File: config.mk
export PLATFORM = sky130hd
export DESIGN_NAME = menu_arrow_ctrl
export DESIGN_NICKNAME = d
export VERILOG_FILES = /design/src/rtl/menu_pkg.sv /design/src/rtl/menu_arrow_ctrl_tick_divider.sv /design/src/rtl/menu_arrow_ctrl.sv
export SDC_FILE = /design/constraint.sdc
export NUM_CORES = 1
export LEC_CHECK = 0
export CORE_AREA = 2 2 384 386
export DETAILED_ROUTE_END_ITERATION = 10
export DIE_AREA = 0 0 386 388
export PLACE_DENSITY_LB_ADDON = 0.1
export SLEW_MARGIN = 20
export SYNTH_ARGS = -nofsm -noshare
export SYNTH_HDL_FRONTEND = slang
export SYNTH_SLANG_ARGS = --single-unit
export TNS_END_PERCENT = 5
File: constraint.sdc
create_clock -name clk -period 30.3 [get_ports clk]
set_input_delay 6.06 -clock clk [delete_from_list [all_inputs] [get_ports clk]]
set_output_delay 6.06 -clock clk [all_outputs]
set_load 0.1 [all_outputs]
File: src/rtl/menu_pkg.sv
// Shared constants and state type for the start-screen menu controller.
package menu_pkg;

  localparam logic [7:0] KEY_UP    = 8'h77;
  localparam logic [7:0] KEY_DOWN  = 8'h73;
  localparam logic [7:0] KEY_ENTER = 8'h0D;

  typedef enum logic [1:0] {
    ST_IDLE   = 2'd0,
    ST_DRAW   = 2'd1,
    ST_LOCKED = 2'd2
  } menu_state_t;

  // Auto-repeat spacing, counted in navigation ticks.
  localparam logic [3:0] REP_FIRST = 4'd8;
  localparam logic [3:0] REP_NEXT  = 4'd2;

endpackage

File: src/rtl/menu_arrow_ctrl_tick_divider.sv
// Free-running clock divider: one-cycle tick every DIV enabled clocks; en=0 freezes the count.
module tick_divider #(
  parameter int DIV = 2500000
) (
  input  logic clk,
  input  logic rst,
  input  logic en,
  output logic tick
);

  localparam int CW = (DIV > 1) ? $clog2(DIV) : 1;

  logic [CW-1:0] cnt;

  assign tick = en && (cnt == CW'(DIV - 1));

  always_ff @(posedge clk or posedge rst) begin
    if (rst) begin
      cnt <= '0;
    end else if (en) begin
      cnt <= (cnt == CW'(DIV - 1)) ? '0 : cnt + CW'(1);
    end
  end

endmodule

File: src/rtl/menu_arrow_ctrl.sv
// Menu arrow selector: keyboard navigation over N_ITEMS slots, glyph painting into scanlines.
// Optional build macro MENU_AUTO_REPEAT_EN adds hold-to-repeat for 'w'/'s'.
module menu_arrow_ctrl
  import menu_pkg::*;
#(
  parameter int N_ITEMS    = 4,
  parameter int LINE_W     = 480,
  parameter int ITEM_X0    = 192,
  parameter int ITEM_PITCH = 32,
  parameter int GLYPH_W    = 16,
  parameter int GLYPH_H    = 9,
  parameter logic [GLYPH_W*GLYPH_H-1:0] GLYPH = 144'h0000010001000100054007C0038001000000,
  parameter int ARROW_ROW  = 270,
  parameter int TICK_DIV   = 2500000,
  parameter int WRAP       = 1
) (
  input  logic                       clk,
  input  logic                       rst,
  input  logic [7:0]                 ascii,
  input  logic                       key_valid,
  input  logic                       key_held,
  input  logic [9:0]                 h_addr,
  input  logic [0:LINE_W-1]          dis_line,
  output logic [0:LINE_W-1]          fall_line,
  output logic                       line_valid,
  output logic [9:0]                 w_addr,
  output logic [$clog2(N_ITEMS)-1:0] level,
  output logic                       start,
  output logic                       start_pulse,
  output logic                       led0
);

  localparam int LVL_W = $clog2(N_ITEMS);
  localparam int ROW_W = $clog2(GLYPH_H + 1);
  localparam int GBITS = GLYPH_W * GLYPH_H;

  menu_state_t        state;
  logic [7:0]         pend_key;
  logic               pend_valid;
  logic [ROW_W-1:0]   row;
  logic               tick;
  logic               key_ok;
  logic               consume;
  logic               row_hit;
  logic               rep_fire;
  logic               rep_up;
  logic [LVL_W-1:0]   lvl_up;
  logic [LVL_W-1:0]   lvl_dn;
  logic [GLYPH_W-1:0] glyph_row;
  logic [0:LINE_W-1]  paint_line;

  tick_divider #(.DIV(TICK_DIV)) u_tick (
    .clk  (clk),
    .rst  (rst),
    .en   (state != ST_LOCKED),
    .tick (tick)
  );

  // key_valid is a one-cycle strobe with no back-pressure: the pending slot always
  // accepts a recognised key and the newest one wins until an IDLE tick consumes it.
  assign key_ok  = key_valid && (state != ST_LOCKED) &&
                   (ascii == KEY_UP || ascii == KEY_DOWN || ascii == KEY_ENTER);
  assign consume = (state == ST_IDLE) && tick && pend_valid;
  assign row_hit = (state == ST_DRAW) && ({1'b0, h_addr} == (11'(ARROW_ROW) + 11'(row)));

  assign lvl_up = (level == '0) ? ((WRAP != 0) ? LVL_W'(N_ITEMS - 1) : '0) : level - LVL_W'(1);
  assign lvl_dn = (level == LVL_W'(N_ITEMS - 1)) ? ((WRAP != 0) ? '0 : level) : level + LVL_W'(1);

  always_comb begin
    glyph_row = '0;
    for (int i = 0; i < GLYPH_H; i++) begin
      if (row == ROW_W'(i)) glyph_row = GLYPH[GBITS-1-i*GLYPH_W -: GLYPH_W];
    end
  end

  // Every slot is blanked; only the selected one receives the glyph row (MSB = leftmost pixel).
  always_comb begin
    paint_line = dis_line;
    for (int k = 0; k < N_ITEMS; k++) begin
      for (int j = 0; j < GLYPH_W; j++) begin
        paint_line[ITEM_X0+k*ITEM_PITCH+j] = (level == LVL_W'(k)) ? glyph_row[GLYPH_W-1-j] : 1'b0;
      end
    end
  end

`ifdef MENU_AUTO_REPEAT_EN
  logic       rep_on;
  logic       rep_first;
  logic [3:0] rep_cnt;

  // A repeat that falls due outside IDLE is held until the first IDLE tick.
  assign rep_fire = rep_on && key_held && tick && (state == ST_IDLE) && !pend_valid &&
                    (rep_cnt >= (rep_first ? REP_FIRST - 4'd1 : REP_NEXT - 4'd1));

  always_ff @(posedge clk or posedge rst) begin
    if (rst) begin
      rep_on    <= 1'b0;
      rep_up    <= 1'b0;
      rep_first <= 1'b0;
      rep_cnt   <= '0;
    end else if (!key_held) begin
      rep_on <= 1'b0;
    end else if (consume && pend_key != KEY_ENTER) begin
      rep_on    <= 1'b1;
      rep_up    <= (pend_key == KEY_UP);
      rep_first <= 1'b1;
      rep_cnt   <= '0;
    end else if (rep_fire) begin
      rep_first <= 1'b0;
      rep_cnt   <= '0;
    end else if (rep_on && tick && rep_cnt != 4'hF) begin
      rep_cnt <= rep_cnt + 4'd1;
    end
  end
`else
  assign rep_fire = key_held & 1'b0;
  assign rep_up   = 1'b0;
`endif

  always_ff @(posedge clk or posedge rst) begin
    if (rst) begin
      state       <= ST_DRAW;
      pend_key    <= '0;
      pend_valid  <= 1'b0;
      row         <= '0;
      level       <= '0;
      start       <= 1'b0;
      start_pulse <= 1'b0;
      led0        <= 1'b0;
      fall_line   <= '0;
      line_valid  <= 1'b0;
      w_addr      <= '0;
    end else begin
      start_pulse <= 1'b0;
      line_valid  <= 1'b0;
      if (key_ok) begin
        pend_key   <= ascii;
        pend_valid <= 1'b1;
      end else if (consume) begin
        pend_valid <= 1'b0;
      end
      case (state)
        ST_IDLE: begin
          if (consume) begin
            led0 <= ~led0;
            if (pend_key == KEY_ENTER) begin
              start       <= 1'b1;
              start_pulse <= 1'b1;
              state       <= ST_LOCKED;
            end else begin
              level <= (pend_key == KEY_UP) ? lvl_up : lvl_dn;
              state <= ST_DRAW;
            end
          end else if (rep_fire) begin
            level <= rep_up ? lvl_up : lvl_dn;
            state <= ST_DRAW;
          end
        end
        ST_DRAW: begin
          if (row_hit) begin
            fall_line  <= paint_line;
            w_addr     <= h_addr;
            line_valid <= 1'b1;
            if (row == ROW_W'(GLYPH_H - 1)) begin
              row   <= '0;
              state <= ST_IDLE;
            end else begin
              row <= row + ROW_W'(1);
            end
          end
        end
        default: ;
      endcase
    end
  end

endmodule

# --- Word-level counts from Yosys, hierarchy flattened ---
# Index checks and enable logic that the tools add are counted.
totals:
  register_bits: 533
  in_bits: 502
  output_inout_bits: 496
  elab_cells: 148
op_classes:
  add_sub_neg: 5
  n_eq_ne: 23
  muxes: 89
  bitwise: 2
  reduce_logical: 17
op_table:
  columns: ["op", "count"]
  rows:
  - ["2-to-1 mux 1 bit", 71]
  - ["2-to-1 mux 16 bit", 3]
  - ["2-to-1 mux 9 bit", 3]
  - ["== test 8 x 7 -> 1 bit, second input constant", 3]
  - ["adder 22 x 1 -> 22 bit, second input constant", 1]
  - ["== test 22 bit, second input constant", 1]
  - ["2-to-1 mux 11 bit", 2]
  - ["2-to-1 mux 22 bit", 1]
  - ["== test 4 x 3 -> 1 bit, second input constant", 4]
  - ["== test 8 x 4 -> 1 bit, second input constant", 2]
  - ["2-to-1 mux 2 bit", 7]
  - ["adder 9 x 4 -> 10 bit, first input constant", 1]
  - ["== test 10 bit", 1]
  - ["== test 4 x 2 -> 1 bit, second input constant", 2]
  - ["logical AND 1 bit", 6]
  - ["inequality test 2 bit, second input constant", 3]
  - ["AND reduction 3 bit", 2]
  - ["adder 4 x 1 -> 4 bit, second input constant", 1]
  - ["== test 2 x 1 -> 1 bit, second input constant", 2]
  - ["== test 2 bit, second input constant", 2]
  - ["== test 4 x 1 -> 1 bit, second input constant", 1]
  - ["== test 4 bit, second input constant", 1]
  - ["logical NOT 2 bit", 2]
  - ["2-to-1 mux 4 bit", 1]
  - ["9 further kinds", 13]

# --- Longest topological paths before layout ---
logic_depth:
  depth_word: 10
  mapped_depth: 9
  mapped_depth_nobuf: 6

# --- By module ---
# From an unflattened synthesis, not the netlist that was laid out.
unflattened:
  hier_cells: 1224
  hier_area_um2: 19042.0
modules_own_cells:
  columns: ["module", "n_inst", "cells_each", "area_each_um2", "seq_area_each_um2"]
  rows:
  - ["menu_arrow_ctrl", 1, 1120, 17951.0, 11487.3]
  - ["tick_divider", 1, 104, 1091.0, 550.5]

# --- Worst setup path after synthesis ---
# No wires, ideal clock.
synth_path:
  path_type: "input -> register"
  start: "input port h_addr[4]"
  end: "register fall_line[294] in the netlist's numbering"
  setup_time_ps: 128
  arrival_time_ps: 7698
  required_time_ps: 30172
  path_slack_ps: 22473
  cell_stages: 7
  path_buffers: 3
  path_cell_list: "or3_1 a211o_1 a211o_1 buf_4 buf_6 buf_4 mux2_1"
synth_between:
  elab_chain_cells: 3
synth_rtl:
  columns: ["element", "line_no", "source"]
  rows:
  - ["from (decl)", "menu_arrow_ctrl.sv:22", "input logic [9:0] h_addr,"]
  - ["== test 10 bit", "menu_arrow_ctrl.sv:64", "assign row_hit = (state == ST_DRAW) && ({1'b0, h_addr} == (11'(ARROW_ROW) + 11'(row)));"]
  - ["logical AND 1 bit", "menu_arrow_ctrl.sv:64", null]
  - ["AND reduction 2 bit (no source line)", null, null]
  - ["to (signal assigned)", "menu_arrow_ctrl.sv:161", "fall_line <= paint_line;"]
  - ["to (decl)", "menu_arrow_ctrl.sv:24", "output logic [0:LINE_W-1] fall_line,"]
# Every way passes these cells.
# A chain may end at the register's enable or synchronous reset.

# --- Worst setup path in the final report ---
layout_path:
  start: "input port h_addr[3]"
  end: "register fall_line[112] in the netlist's numbering"
# Same word-level chain as after synthesis.

==> impl_metrics.toml <==
[sta]
period_share_pct = 33.60
fin_tns_setup_ns = 0
max_freq_mhz = 98.21
slew_headroom_pct = 24.20
tightest_slew_ns = 1.133
drv_slew = 0
setup_violations = 0
skew_ns = 0.02549
rsz0062_at_grt = "no"
hold_viol = 0
hold-worst-slack_ns = 0.4642
fin_crit_ns = 10.18

[yosys]
synth.avg_cell_area_um2 = 15.40
yosys-top-cells-count = "480 x dfrtp_1, 254 x mux2_1, 175 x mux2_2"
synth_top_cell_by_area = "dfrtp_1"
ys.flop_type = "dfrtp_1"
ys_seq_area_share_pct = 62.92
synth_top_area_share_pct = 62.79
syn_area_um2 = 19130
synth.most_common_cell = "dfrtp_1"
synth_edf_count = 0
async_flop_share_pct = 100.0
ys_top_cells_by_area = "dfrtp_1 63%, mux2_1 15%, mux2_2 10%"
yosys_warnings = 0
synth_cell_type_count = 48
synthCells = 1242
ys_ff_latch = 481

[pwr]
p_clk_share_pct = 52.2
ir_worst_vdd_mv = 0.02707
leakage_nw = 14.74
cellPowerDensity_nw_per_um2 = 48.42
power_frac_comb_pct = 6.3
switching_share_pct = 23.56
sequentialPowerShare_pct = 41.5
p_switching_w = 0.0003666
internal_power_w = 0.001189
finalPower_w = 0.001556

[route]
antenna_left = 0
drt_iter0_markers = 383
drc = 0
wirelength_mm = 80.80
routedWlPerCell_um = 19.57
firstDrtPassIters = 4
dr_total_vias = 13680
via_per_inst = 3.315

[clock_network]
cts_resized = 0
clock-sinks = 481
cts_hold_buf = 0
cts_root_buffer = "clkbuf_16"
cts_made_buffers = 69
postCtsSetupBuffers = 0
clk_pin_slew_ns = 0.05
cts_buffer_depth = 3
htreeDepth = 3
cts_tree = "yes"
clock_latency_ns = 0.66

[die]
pin_count = 998
num_rows = 140
core_um2 = 145200
die_w_um = 386
start_util_pct = 13.17
die_h_um = 388
die-area_um2 = 149800

[global_route]
grt_pass1_vias = 15230
track_usage_pct = 10.51
overflow = 0
grt_antenna_before_repair = 19
grt_pass1_wl_mm = 113.1
grt_max_degree = 95

[critical_path]
r2r_start = "row[1]"
crit_arrival_ns = 10.71
startpoint = "h_addr[3]"
path_max_fanout = 64
end_kind = "flip-flop"
start_kind = "input pin"
critPathKind = "in -> reg"
cp.required_ns = 30.83
reg2reg_depth = 9

[worst_hold_path]
hold_depth = 1
min_from = "start"
worstHoldPathType = "reg -> reg"

[finish]
drive_gt1_share_pct = 14.34
nNetsFinal = 2668
fin_area_um2 = 32130
area_growth_pct = 67.93

[status]
status = "finished clean"

[placed_design]
dp_hpwl_mm = 62.32
gp_congestion = 0.7518
port-buffer-count = 888
dpl_cell_area_um2 = 29870

[run]
cap_violations = 0
cell usage in the layout (no fill, tap or decap), drive strengths merged, types with 9 or more instances in the layout:
master and n:
buf 30, inv 22, conb 44, nor4 12, mux2i 9, nand3 12, clkbuf 107, nand2 25
nor2 18, ha 11, clkdlybuf4s50 873, mux2 429, dfrtp 480, xor2 12, nor3 12, nand4 9
stage by stage:
| stage | setup slack (ns) | utilization (%) | cells |
|---|---|---|---|
| 6_report | 20.12 | 22.12 | 4128 |
| 4_1_cts | 20.00 | 22.11 | 4121 |
| 2_1_floorplan | 10.82 | - | 1285 |
| 3_3_place_gp | 19.36 | 20.57 | 4001 |
| 3_5_place_dp | 19.24 | 20.57 | 4001 |
| 5_1_grt | 19.75 | 22.11 | 4122 |
cells by family (layout without fill, tap and decap cells):
logic type	Yosys count	count (layout)	share of synthesized area, %
fa+ha+maj	11	11	0.7194
compound gates	34	34	1.164
buf+inv	124	1043	4.617
simple gates	133	133	3.918
mux	438	438	25.72
flops	481	481	62.92
xor+xnor	20	20	0.9156
other cells	1	51	0.01960
worst max-delay path, stage by stage:
cell and delay, ns:
clkdlybuf4s50_1 0.56, xor2_1 0.22, a211o_1 0.17, a211o_4 0.69
buf_4 0.82, buf_4 0.73, buf_4 0.82, mux2_1 0.39
routing by layer:
metal  vias to the layer above  part of all wire (%)  track usage [%]
li1                       6130                     -                -
met1                      6779                    35            10.59
met2                       601                    50            18.16
met3                       146                    12            5.704
met4                        28                   3.1            3.714
met5                         -                  0.20                0
power by group through the flow:
stage	Sequential [W]	Combinational, W	Clock [W]
6_report	0.000645	0.0000981	0.000812
4_1_cts	0.000645	0.000101	0.000855
3_3_place_gp	0.000656	0.000100	0
3_5_place_dp	0.000656	0.000101	0
2_1_floorplan	0.000657	0.0000398	0
5_1_grt	0.000645	0.000106	0.000879
registers in the layout (all words and copies together), names as in the netlist:
| signal | cells |
|---|---|
| fall_line | 428 |
| u_tick.cnt | 22 |
| w_addr | 10 |
| pend_key | 8 |
| row | 4 |
| level | 2 |
| state | 2 |
| led0 | 1 |
| line_valid | 1 |
| pend_valid | 1 |
| start | 1 |
| start_pulse | 1 |
worst paths after layout:
path	slack, ns	end
max	20.12	fall_line[112]
max reg2reg	25.24	fall_line[112]
min in group asynchronous	5.91	fall_line[132]
max in group asynchronous	21.49	u_tick.cnt[1]
min	0.46	start
min reg2reg	0.46	start
cell type report:
type / count / area [µm²]
timing repair buffer: 903 / 8956
fill: 15480 / 113100
antenna: 7 / 17.52
multi-input combinational: 680 / 6391
clock buffer: 107 / 2072
sequential: 481 / 12040
tap: 1917 / 2399
inverter: 20 / 82.58
clock inverter: 13 / 170.2
(Power assumes the default switching activity.)
